File: config.mk
export PLATFORM = sky130hd
export DESIGN_NAME = id_stage_pipelined_flat
export DESIGN_NICKNAME = d
export VERILOG_FILES = /design/src/rtl/id_stage_pipelined_if.sv /design/src/rtl/id_stage_pipelined.sv /design/src/flat_wrapper.sv
export SDC_FILE = /design/constraint.sdc
export NUM_CORES = 2
export LEC_CHECK = 0
export CAP_MARGIN = 0
export CORE_ASPECT_RATIO = 0.6
export CORE_MARGIN = 1.5
export CORE_UTILIZATION = 25
export DETAILED_ROUTE_END_ITERATION = 10
export PLACE_DENSITY_LB_ADDON = 0.3
export SYNTH_ARGS = -nofsm -noshare
export SYNTH_HDL_FRONTEND = slang
export SYNTH_SLANG_ARGS = --single-unit
File: constraint.sdc
create_clock -name clk -period 6 [get_ports clk]
set_clock_uncertainty 0.2 [all_clocks]
set_input_delay 1.8 -clock clk [delete_from_list [all_inputs] [get_ports clk]]
set_output_delay 1.8 -clock clk [all_outputs]
set_load 0.01 [all_outputs]
File: src/rtl/id_stage_pipelined_if.sv
// Handshake and data bundle between IF/WB/hazard logic and the decode stage.
// The slave side is the decode stage; the master side drives instructions and consumes ID/EXE.
interface id_stage_pipelined_if #(
   parameter int DATA_W      = 32,
   parameter int REG_AW      = 5,
   parameter int STALL_CNT_W = 16
);
   logic                   in_valid;
   logic                   in_ready;
   logic [31:0]            instruction;
   logic                   hazard_detected;
   logic                   flush;
   logic                   wb_en_in;
   logic [REG_AW-1:0]      wb_dest;
   logic [DATA_W-1:0]      wb_data;
   logic                   out_valid;
   logic                   out_ready;
   logic [REG_AW-1:0]      dest;
   logic [REG_AW-1:0]      src1;
   logic [REG_AW-1:0]      src2;
   logic [DATA_W-1:0]      val1;
   logic [DATA_W-1:0]      val2;
   logic [DATA_W-1:0]      reg2;
   logic [3:0]             exe_cmd;
   logic [1:0]             br_type;
   logic                   mem_r_en;
   logic                   mem_w_en;
   logic                   wb_en;
   logic                   single_src;
   logic [STALL_CNT_W-1:0] stall_count;

   modport master (
      output in_valid, instruction, hazard_detected, flush,
             wb_en_in, wb_dest, wb_data, out_ready,
      input  in_ready, out_valid, dest, src1, src2, val1, val2, reg2,
             exe_cmd, br_type, mem_r_en, mem_w_en, wb_en, single_src, stall_count
   );

   modport slave (
      input  in_valid, instruction, hazard_detected, flush,
             wb_en_in, wb_dest, wb_data, out_ready,
      output in_ready, out_valid, dest, src1, src2, val1, val2, reg2,
             exe_cmd, br_type, mem_r_en, mem_w_en, wb_en, single_src, stall_count
   );
endinterface

File: src/rtl/id_stage_pipelined.sv
// MIPS decode stage: control decode, bypassed register-file reads, operand select and a
// valid/ready ID/EXE register with hazard bubbles, flush and a saturating stall counter.
module id_stage_pipelined #(
   parameter int DATA_W         = 32,
   parameter int REG_COUNT      = 32,
   parameter int ZERO_EXT_LOGIC = 0,
   parameter int STALL_CNT_W    = 16
) (
   input logic                 clk,
   input logic                 rst,
   id_stage_pipelined_if.slave bus
);
   localparam int REG_AW = $clog2(REG_COUNT);

   localparam logic [5:0] OP_NOP  = 6'd0,  OP_ADD  = 6'd1,  OP_SUB  = 6'd3,  OP_AND  = 6'd5;
   localparam logic [5:0] OP_OR   = 6'd6,  OP_NOR  = 6'd7,  OP_XOR  = 6'd8,  OP_SLA  = 6'd9;
   localparam logic [5:0] OP_SLL  = 6'd10, OP_SRA  = 6'd11, OP_SRL  = 6'd12, OP_ADDI = 6'd32;
   localparam logic [5:0] OP_SUBI = 6'd33, OP_ANDI = 6'd34, OP_ORI  = 6'd35, OP_LD   = 6'd36;
   localparam logic [5:0] OP_ST   = 6'd37, OP_XORI = 6'd38, OP_BEZ  = 6'd40, OP_BNE  = 6'd41;
   localparam logic [5:0] OP_JMP  = 6'd42;

   // Logical ALU commands share the 01xx prefix, which the extension select relies on.
   localparam logic [3:0] EX_ADD = 4'b0000, EX_SUB = 4'b0010, EX_AND = 4'b0100, EX_OR  = 4'b0101;
   localparam logic [3:0] EX_NOR = 4'b0110, EX_XOR = 4'b0111, EX_SLL = 4'b1000, EX_SRA = 4'b1001;
   localparam logic [3:0] EX_SRL = 4'b1010;

   localparam logic [1:0] BR_NONE = 2'd0, BR_BEZ = 2'd1, BR_BNE = 2'd2, BR_JMP = 2'd3;

   typedef struct packed {
      logic [3:0] exe_cmd;
      logic [1:0] br_type;
      logic       mem_r_en;
      logic       mem_w_en;
      logic       wb_en;
      logic       single_src;
      logic       is_imm;
   } ctrl_t;

   typedef struct packed {
      logic [REG_AW-1:0] dest;
      logic [REG_AW-1:0] src1;
      logic [REG_AW-1:0] src2;
      logic [DATA_W-1:0] val1;
      logic [DATA_W-1:0] val2;
      logic [DATA_W-1:0] reg2;
      logic [3:0]        exe_cmd;
      logic [1:0]        br_type;
      logic              mem_r_en;
      logic              mem_w_en;
      logic              wb_en;
      logic              single_src;
   } idex_t;

   function automatic ctrl_t ctl(input logic [3:0] exe, input logic [1:0] br,
                                 input logic mr, input logic mw, input logic wb,
                                 input logic ss, input logic imm);
      ctrl_t c;
      c.exe_cmd    = exe;
      c.br_type    = br;
      c.mem_r_en   = mr;
      c.mem_w_en   = mw;
      c.wb_en      = wb;
      c.single_src = ss;
      c.is_imm     = imm;
      return c;
   endfunction

   logic [DATA_W-1:0]      r_rf [REG_COUNT];
   idex_t                  r_idex;
   logic                   r_out_valid;
   logic [STALL_CNT_W-1:0] r_stall_cnt;

   logic [5:0]        w_opcode;
   logic [4:0]        w_rs, w_rt, w_rd;
   logic [15:0]       w_imm;
   logic [REG_AW-1:0] w_src1, w_src2, w_dest;
   logic [DATA_W-1:0] w_val1, w_reg2, w_imm_ext;
   logic              w_zext, w_wb_hit, w_adv;
   ctrl_t             w_ctrl;
   idex_t             w_next;

   assign w_opcode = bus.instruction[31:26];
   assign w_rs     = bus.instruction[25:21];
   assign w_rt     = bus.instruction[20:16];
   assign w_rd     = bus.instruction[15:11];
   assign w_imm    = bus.instruction[15:0];

   // single_src marks branches that read only src1 (or no register at all).
   always_comb begin
      w_ctrl = '0;
      case (w_opcode)
         OP_NOP  : w_ctrl = '0;
         OP_ADD  : w_ctrl = ctl(EX_ADD, BR_NONE, 1'b0, 1'b0, 1'b1, 1'b0, 1'b0);
         OP_SUB  : w_ctrl = ctl(EX_SUB, BR_NONE, 1'b0, 1'b0, 1'b1, 1'b0, 1'b0);
         OP_AND  : w_ctrl = ctl(EX_AND, BR_NONE, 1'b0, 1'b0, 1'b1, 1'b0, 1'b0);
         OP_OR   : w_ctrl = ctl(EX_OR,  BR_NONE, 1'b0, 1'b0, 1'b1, 1'b0, 1'b0);
         OP_NOR  : w_ctrl = ctl(EX_NOR, BR_NONE, 1'b0, 1'b0, 1'b1, 1'b0, 1'b0);
         OP_XOR  : w_ctrl = ctl(EX_XOR, BR_NONE, 1'b0, 1'b0, 1'b1, 1'b0, 1'b0);
         OP_SLA  : w_ctrl = ctl(EX_SLL, BR_NONE, 1'b0, 1'b0, 1'b1, 1'b0, 1'b0);
         OP_SLL  : w_ctrl = ctl(EX_SLL, BR_NONE, 1'b0, 1'b0, 1'b1, 1'b0, 1'b0);
         OP_SRA  : w_ctrl = ctl(EX_SRA, BR_NONE, 1'b0, 1'b0, 1'b1, 1'b0, 1'b0);
         OP_SRL  : w_ctrl = ctl(EX_SRL, BR_NONE, 1'b0, 1'b0, 1'b1, 1'b0, 1'b0);
         OP_ADDI : w_ctrl = ctl(EX_ADD, BR_NONE, 1'b0, 1'b0, 1'b1, 1'b0, 1'b1);
         OP_SUBI : w_ctrl = ctl(EX_SUB, BR_NONE, 1'b0, 1'b0, 1'b1, 1'b0, 1'b1);
         OP_ANDI : w_ctrl = ctl(EX_AND, BR_NONE, 1'b0, 1'b0, 1'b1, 1'b0, 1'b1);
         OP_ORI  : w_ctrl = ctl(EX_OR,  BR_NONE, 1'b0, 1'b0, 1'b1, 1'b0, 1'b1);
         OP_XORI : w_ctrl = ctl(EX_XOR, BR_NONE, 1'b0, 1'b0, 1'b1, 1'b0, 1'b1);
         OP_LD   : w_ctrl = ctl(EX_ADD, BR_NONE, 1'b1, 1'b0, 1'b1, 1'b0, 1'b1);
         OP_ST   : w_ctrl = ctl(EX_ADD, BR_NONE, 1'b0, 1'b1, 1'b0, 1'b0, 1'b1);
         OP_BEZ  : w_ctrl = ctl(EX_ADD, BR_BEZ,  1'b0, 1'b0, 1'b0, 1'b1, 1'b1);
         OP_BNE  : w_ctrl = ctl(EX_ADD, BR_BNE,  1'b0, 1'b0, 1'b0, 1'b0, 1'b1);
         OP_JMP  : w_ctrl = ctl(EX_ADD, BR_JMP,  1'b0, 1'b0, 1'b0, 1'b1, 1'b1);
         default : w_ctrl = '0;
      endcase
   end

   assign w_src1 = REG_AW'(w_rs);
   assign w_src2 = REG_AW'(w_rt);
   assign w_dest = w_ctrl.is_imm ? REG_AW'(w_rt) : REG_AW'(w_rd);

   assign w_wb_hit = bus.wb_en_in && (bus.wb_dest != '0);

   // Same-cycle write-back is forwarded so a decode never sees a stale value.
   always_comb begin
      w_val1 = r_rf[w_src1];
      if (w_wb_hit && (bus.wb_dest == w_src1)) w_val1 = bus.wb_data;
      if (w_src1 == '0) w_val1 = '0;
      w_reg2 = r_rf[w_src2];
      if (w_wb_hit && (bus.wb_dest == w_src2)) w_reg2 = bus.wb_data;
      if (w_src2 == '0) w_reg2 = '0;
   end

   assign w_zext    = (ZERO_EXT_LOGIC != 0) && (w_ctrl.exe_cmd[3:2] == 2'b01);
   assign w_imm_ext = w_zext ? DATA_W'(w_imm) : DATA_W'($signed(w_imm));

   always_comb begin
      w_next            = '0;
      w_next.dest       = w_dest;
      w_next.src1       = w_src1;
      w_next.src2       = w_src2;
      w_next.val1       = w_val1;
      w_next.val2       = w_ctrl.is_imm ? w_imm_ext : w_reg2;
      w_next.reg2       = w_reg2;
      w_next.exe_cmd    = w_ctrl.exe_cmd;
      w_next.br_type    = w_ctrl.br_type;
      w_next.mem_r_en   = w_ctrl.mem_r_en;
      w_next.mem_w_en   = w_ctrl.mem_w_en;
      w_next.wb_en      = w_ctrl.wb_en;
      w_next.single_src = w_ctrl.single_src;
   end

   // Entry 0 is never written, so it stays at its reset value of zero.
   always_ff @(posedge clk or negedge rst) begin
      if (!rst) begin
         for (int i = 0; i < REG_COUNT; i++) r_rf[i] <= '0;
      end else if (w_wb_hit) begin
         r_rf[bus.wb_dest] <= bus.wb_data;
      end
   end

   assign w_adv        = !r_out_valid || bus.out_ready;
   assign bus.in_ready = w_adv && !bus.hazard_detected && !bus.flush;

   always_ff @(posedge clk or negedge rst) begin
      if (!rst) begin
         r_out_valid <= 1'b0;
         r_idex      <= '0;
         r_stall_cnt <= '0;
      end else if (bus.flush) begin
         r_out_valid <= 1'b0;
         r_idex      <= '0;
      end else if (w_adv) begin
         if (bus.hazard_detected && bus.in_valid) begin
            r_out_valid <= 1'b0;
            r_idex      <= '0;
            if (r_stall_cnt != '1) r_stall_cnt <= r_stall_cnt + STALL_CNT_W'(1);
         end else if (bus.in_valid) begin
            r_out_valid <= 1'b1;
            r_idex      <= w_next;
         end else begin
            r_out_valid <= 1'b0;
            r_idex      <= '0;
         end
      end
   end

   assign bus.out_valid   = r_out_valid;
   assign bus.dest        = r_idex.dest;
   assign bus.src1        = r_idex.src1;
   assign bus.src2        = r_idex.src2;
   assign bus.val1        = r_idex.val1;
   assign bus.val2        = r_idex.val2;
   assign bus.reg2        = r_idex.reg2;
   assign bus.exe_cmd     = r_idex.exe_cmd;
   assign bus.br_type     = r_idex.br_type;
   assign bus.mem_r_en    = r_idex.mem_r_en;
   assign bus.mem_w_en    = r_idex.mem_w_en;
   assign bus.wb_en       = r_idex.wb_en;
   assign bus.single_src  = r_idex.single_src;
   assign bus.stall_count = r_stall_cnt;
endmodule

File: src/flat_wrapper.sv
// flat-port wrapper written by rule: the top's interface ports become plain ports
module id_stage_pipelined_flat 
#(
   parameter int DATA_W         = 32,
   parameter int REG_COUNT      = 32,
   parameter int ZERO_EXT_LOGIC = 0,
   parameter int STALL_CNT_W    = 16
)
  (clk, rst, bus_in_valid, bus_instruction, bus_hazard_detected, bus_flush, bus_wb_en_in, bus_wb_dest, bus_wb_data, bus_out_ready, bus_in_ready, bus_out_valid, bus_dest, bus_src1, bus_src2, bus_val1, bus_val2, bus_reg2, bus_exe_cmd, bus_br_type, bus_mem_r_en, bus_mem_w_en, bus_wb_en, bus_single_src, bus_stall_count);
  id_stage_pipelined_if #(.DATA_W(DATA_W), .REG_AW(5), .STALL_CNT_W(STALL_CNT_W)) bus_i ();
  input logic clk;
  input logic rst;
  input wire logic [$bits(bus_i.in_valid)-1:0] bus_in_valid;
  input wire logic [$bits(bus_i.instruction)-1:0] bus_instruction;
  input wire logic [$bits(bus_i.hazard_detected)-1:0] bus_hazard_detected;
  input wire logic [$bits(bus_i.flush)-1:0] bus_flush;
  input wire logic [$bits(bus_i.wb_en_in)-1:0] bus_wb_en_in;
  input wire logic [$bits(bus_i.wb_dest)-1:0] bus_wb_dest;
  input wire logic [$bits(bus_i.wb_data)-1:0] bus_wb_data;
  input wire logic [$bits(bus_i.out_ready)-1:0] bus_out_ready;
  output wire logic [$bits(bus_i.in_ready)-1:0] bus_in_ready;
  output wire logic [$bits(bus_i.out_valid)-1:0] bus_out_valid;
  output wire logic [$bits(bus_i.dest)-1:0] bus_dest;
  output wire logic [$bits(bus_i.src1)-1:0] bus_src1;
  output wire logic [$bits(bus_i.src2)-1:0] bus_src2;
  output wire logic [$bits(bus_i.val1)-1:0] bus_val1;
  output wire logic [$bits(bus_i.val2)-1:0] bus_val2;
  output wire logic [$bits(bus_i.reg2)-1:0] bus_reg2;
  output wire logic [$bits(bus_i.exe_cmd)-1:0] bus_exe_cmd;
  output wire logic [$bits(bus_i.br_type)-1:0] bus_br_type;
  output wire logic [$bits(bus_i.mem_r_en)-1:0] bus_mem_r_en;
  output wire logic [$bits(bus_i.mem_w_en)-1:0] bus_mem_w_en;
  output wire logic [$bits(bus_i.wb_en)-1:0] bus_wb_en;
  output wire logic [$bits(bus_i.single_src)-1:0] bus_single_src;
  output wire logic [$bits(bus_i.stall_count)-1:0] bus_stall_count;
  assign bus_i.in_valid = bus_in_valid;
  assign bus_i.instruction = bus_instruction;
  assign bus_i.hazard_detected = bus_hazard_detected;
  assign bus_i.flush = bus_flush;
  assign bus_i.wb_en_in = bus_wb_en_in;
  assign bus_i.wb_dest = bus_wb_dest;
  assign bus_i.wb_data = bus_wb_data;
  assign bus_i.out_ready = bus_out_ready;
  assign bus_in_ready = bus_i.in_ready;
  assign bus_out_valid = bus_i.out_valid;
  assign bus_dest = bus_i.dest;
  assign bus_src1 = bus_i.src1;
  assign bus_src2 = bus_i.src2;
  assign bus_val1 = bus_i.val1;
  assign bus_val2 = bus_i.val2;
  assign bus_reg2 = bus_i.reg2;
  assign bus_exe_cmd = bus_i.exe_cmd;
  assign bus_br_type = bus_i.br_type;
  assign bus_mem_r_en = bus_i.mem_r_en;
  assign bus_mem_w_en = bus_i.mem_w_en;
  assign bus_wb_en = bus_i.wb_en;
  assign bus_single_src = bus_i.single_src;
  assign bus_stall_count = bus_i.stall_count;
  id_stage_pipelined #(.DATA_W(DATA_W), .REG_COUNT(REG_COUNT), .ZERO_EXT_LOGIC(ZERO_EXT_LOGIC), .STALL_CNT_W(STALL_CNT_W)) u_core (.clk(clk), .rst(rst), .bus(bus_i));
endmodule
==> reports/summary.md <==
STA
• **maximum frequency from static timing analysis** 196 MHz
• **Slew Viols, Final** 0
• **final critical delay including setup and external delays** 5.10 ns
• **normalized max-slew margin** 0.194
• **Setup Viol. Count Final** 0
• **aggregate negative setup slack** 0 ns
• **unrepaired setup endpoints after global routing** no
• **share of the clock period used by the worst path after layout** 0.849
• **worst slew pin tran** 1.20 ns
• **Fin. Hold Viols** 0

Critical path
• **endpoint kind of the worst setup timing path** output port
• **biggest fanout along the worst timing path** 6
• **worst endpoint required time** 4.00 ns
• **origin of the worst setup path** bus_hazard_detected
• **WS Path Type** input pin to output port
• **FF-to-FF setup slack** 3.05 ns
• **timing endpoint of the critical path** bus_in_ready
• **worst flop-to-flop path endpoint** u_core.bus.val2[26]$_DFFE_PN0P_
• **origin of the critical flop-to-flop path** u_core.bus.out_valid$_DFFE_PN0P_
• **kind of start point of the critical path** input pin
• **number of cells traversed by the worst register-to-register path** 5
• **arrival time worst endpoint** 3.10 ns

Placed design
• **Port Buffer Count** 214
• **half-perimeter wire length after detailed placement** 157,000 um
• **placer's final routability congestion estimate** 0.846
• **number of cells in the design after placement** 7,653

Status
• **result of the run** complete, no violations

GRT
• **met3 Track Usage GR** 0.0375
• **number of global-route vias before repair** 42,700
• **number of antenna violations at the first check in global routing** 13
• **Global Route Usage Sum** 0.193
• **first-pass GRT wire length** 340,000 um
• **layer carrying the most global-route usage** met1
• **largest net degree at the start of global routing** 121
• **met1 global-route usage** 0.297
• **gr ovfl total** 0
• **met2 GRT Util** 0.273

Pwr
• **Leakage Power** 29.9 nW
• **maximum VDD drop** 0.242 mV
• **Power per Cell Area** 320 nW/um^2

Synth
• **portion of the post-synthesis area used by sequential elements** 0.485
• **number of instances in the synthesized netlist** 4,543
• **distinct cell type count of the synthesized netlist** 72
• **netlist area before placement** 59,900 sq um
• **Avg Cell Area, Syn** 13.2 sq um
• **most used flip-flop cell after synthesis** sky130_fd_sc_hd__dfrtp_1
• **number of storage elements in the synthesis netlist** 1,161
• **count of flip-flops with a built-in enable after synthesis** 0
• **fraction of synthesis flops using an asynchronous set or reset pin** 1.00
• **total nets after synthesis** 4,625
• **Synth warnings** 0

Clocking
• **clock tree from TritonCTS** done
• **Max Buffers Root-to-Sink** 3
• **clock latency on the worst-skew pair** 0.79 ns
• **buffer type at the clock tree root** sky130_fd_sc_hd__clkbuf_16
• **number of H-tree branching levels** 3
• **sinks on the clock net** 1,161
• **Post-CTS Setup Inserts** 0
• **PostCTS Resize Cnt** 0
• **post-CTS clock slew at the launch and capture registers of the worst setup and hold paths** 0.06 ns
• **number of buffers added by the clock tree synthesis step** 119
• **cts-stage hold buffer count** 0

Hold path
• **type of the most critical hold path** flop to flop

Floorplanning
• **Die Y** 382 um
• **area of the die** 243,000 sq um
• **effective utilization at floorplan** 0.253
• **width of the chip** 635 um
• **Core Area** 237,000 sq um
• **num rows** 138
• **number of placed I/O pins** 215

Detailed routing
• **Iter 0 DRT Violations** 4,506
• **final WL** 240,000 um
• **antenna violation net count after detailed routing** 0
• **detailed-router iteration count before antenna repair** 5
• **average wire per cell in the routed design** 30.5 um
• **mean number of vias per cell** 5.44
• **Via Count** 42,800
• **DR DRC count** 0

Finish
• **Final Net Count** 4,706
• **proportion of layout cells with a drive suffix above 1** 0.352
• **layout filler cell count** 23,700
• **signed area change from the synthesized netlist to the final layout** 17.9%
• **area taken by flip-flops and latches** 29,100 sq um
• **non-filler instance count after layout** 7,874
• **Multi-input gate area** 28,800 sq um

Run
• **reported max-cap violation count** 0

==> final cells by class <==
class                   instances  share of cell area
clock buffers                 167              0.0497
well taps                    3150              0.0558
repair buffers                463              0.0645
clock inverters                48             0.00926
diodes                          6            0.000213
multi-input cells            2857               0.408
inverters                      22             0.00117
flip-flops and latches       1161               0.411
==> synth_stat cells (18+ instances only) <==
master                     count  area [sq um]
sky130_fd_sc_hd__a211oi_1     29           218
sky130_fd_sc_hd__a21oi_1      33           165
sky130_fd_sc_hd__a221o_1      30           300
sky130_fd_sc_hd__a221oi_1     27           236
sky130_fd_sc_hd__a22o_1       44           385
sky130_fd_sc_hd__a22oi_1     142          1070
sky130_fd_sc_hd__a32oi_1      38           333
sky130_fd_sc_hd__and2_1       18           113
sky130_fd_sc_hd__and4_1       29           254
sky130_fd_sc_hd__buf_1        18          67.6
sky130_fd_sc_hd__buf_2        80           400
sky130_fd_sc_hd__buf_4        44           330
sky130_fd_sc_hd__clkbuf_1    350          1310
sky130_fd_sc_hd__dfrtp_1    1161         29100
sky130_fd_sc_hd__inv_1        22          82.6
sky130_fd_sc_hd__mux2_2      798          8990
sky130_fd_sc_hd__mux2i_1     356          3560
sky130_fd_sc_hd__mux4_2      339          7630
sky130_fd_sc_hd__nand2_1     254           953
sky130_fd_sc_hd__nand3_1      51           255
sky130_fd_sc_hd__nor2_1       59           221
sky130_fd_sc_hd__nor3_1       27           135
sky130_fd_sc_hd__o21ai_0     273          1370
sky130_fd_sc_hd__o221ai_1     32           280
sky130_fd_sc_hd__o22ai_1      96           601
sky130_fd_sc_hd__o31ai_1      18           135
==> kinds of logic (layout without fill, tap and decap cells) <==
logic type,count (synthesis),count (layout),synth area share
adder cells (fa/ha/maj),7,7,0.00142
AND/OR/NAND/NOR,534,534,0.0441
multiplexers,1494,1494,0.337
AO/OA/AOI/OAI,796,796,0.0900
buffers and inverters,525,700,0.0387
flip-flops,1161,1161,0.485
other,0,6,0
XOR/XNOR,26,26,0.00380
==> critical path: stages <==
cell	delay, ns
sky130_fd_sc_hd__clkdlybuf4s50_1	0.52
sky130_fd_sc_hd__nor3_1	0.22
sky130_fd_sc_hd__clkdlybuf4s50_1	0.56
==> metrics by stage <==
step	worst slack (ns)	power [mW]	cell area, sq um	util	hold slack, ns
4_1_cts	0.895	22.7	70600	0.298	0.198
3_5_place_dp	0.708	14.6	66500	0.280	0.183
2_1_floorplan	1.88	12.9	59900	-	0.241
3_3_place_gp	0.749	14.5	66500	0.280	0.177
6_report	0.905	22.6	70600	0.298	0.192
5_1_grt	0.807	23.5	70600	0.298	0.208
==> layer usage <==
layer	up-vias	wire length [um]
met2	1826	99600
met1	23200	115000
li1	17400	-
met5	-	0
met4	0	6520
met3	326	18800
==> registers in the layout, summed over array words and instances, names as in the netlist, 2 cells and up <==
| name | cells |
|---|---|
| u_core.r_rf | 1024 |
| u_core.bus.val1 | 32 |
| u_core.bus.stall_count | 16 |
| u_core.bus.src1 | 5 |
| u_core.bus.exe_cmd | 4 |
| u_core.bus.val2 | 32 |
| u_core.bus.src2 | 5 |
| u_core.bus.dest | 5 |
| u_core.bus.br_type | 2 |
| u_core.bus.reg2 | 32 |
==> placed cells by master (no fill, tap or decap), types with 31 or more instances in the layout <==
cell type	netlist	layout
sky130_fd_sc_hd__clkbuf_16	0	121
sky130_fd_sc_hd__o221ai_1	32	32
sky130_fd_sc_hd__mux2_2	798	798
sky130_fd_sc_hd__nand2_1	254	243
sky130_fd_sc_hd__mux2i_1	356	356
sky130_fd_sc_hd__buf_12	0	43
sky130_fd_sc_hd__clkdlybuf4s50_1	0	205
sky130_fd_sc_hd__o21ai_0	273	273
sky130_fd_sc_hd__mux4_2	339	339
sky130_fd_sc_hd__buf_4	44	207
sky130_fd_sc_hd__nand3_1	51	50
sky130_fd_sc_hd__a32oi_1	38	38
sky130_fd_sc_hd__a22oi_1	142	142
sky130_fd_sc_hd__a22o_1	44	44
sky130_fd_sc_hd__nor2_1	59	39
sky130_fd_sc_hd__a21oi_1	33	33
sky130_fd_sc_hd__o22ai_1	96	96
sky130_fd_sc_hd__clkbuf_8	0	31
sky130_fd_sc_hd__dfrtp_1	1161	1161
==> worst min-delay path by stage <==
stage	from	to	slack (ns)	cells after the start
6_report	u_core.r_rf[992]$_DFFE_PN0P_	u_core.r_rf[992]$_DFFE_PN0P_	0.19	0
5_1_grt	u_core.r_rf[992]$_DFFE_PN0P_	u_core.r_rf[992]$_DFFE_PN0P_	0.21	0
4_1_cts	u_core.r_rf[992]$_DFFE_PN0P_	u_core.r_rf[992]$_DFFE_PN0P_	0.20	0
3_3_place_gp	u_core.r_rf[993]$_DFFE_PN0P_	u_core.r_rf[993]$_DFFE_PN0P_	0.18	0
3_5_place_dp	u_core.r_rf[992]$_DFFE_PN0P_	u_core.r_rf[992]$_DFFE_PN0P_	0.18	0
2_1_floorplan	u_core.r_rf[1000]$_DFFE_PN0P_	u_core.r_rf[1000]$_DFFE_PN0P_	0.24	1
==> where the power goes <==
group / internal, mW / switching [mW] / total (mW)
registers: 9.17 / 1.03 / 10.2
logic: 2.29 / 2.05 / 4.34
clock network: 4.59 / 3.48 / 8.07
total: 16.1 / 6.56 / 22.6
Note: power is estimated with default switching activity, not from simulation.
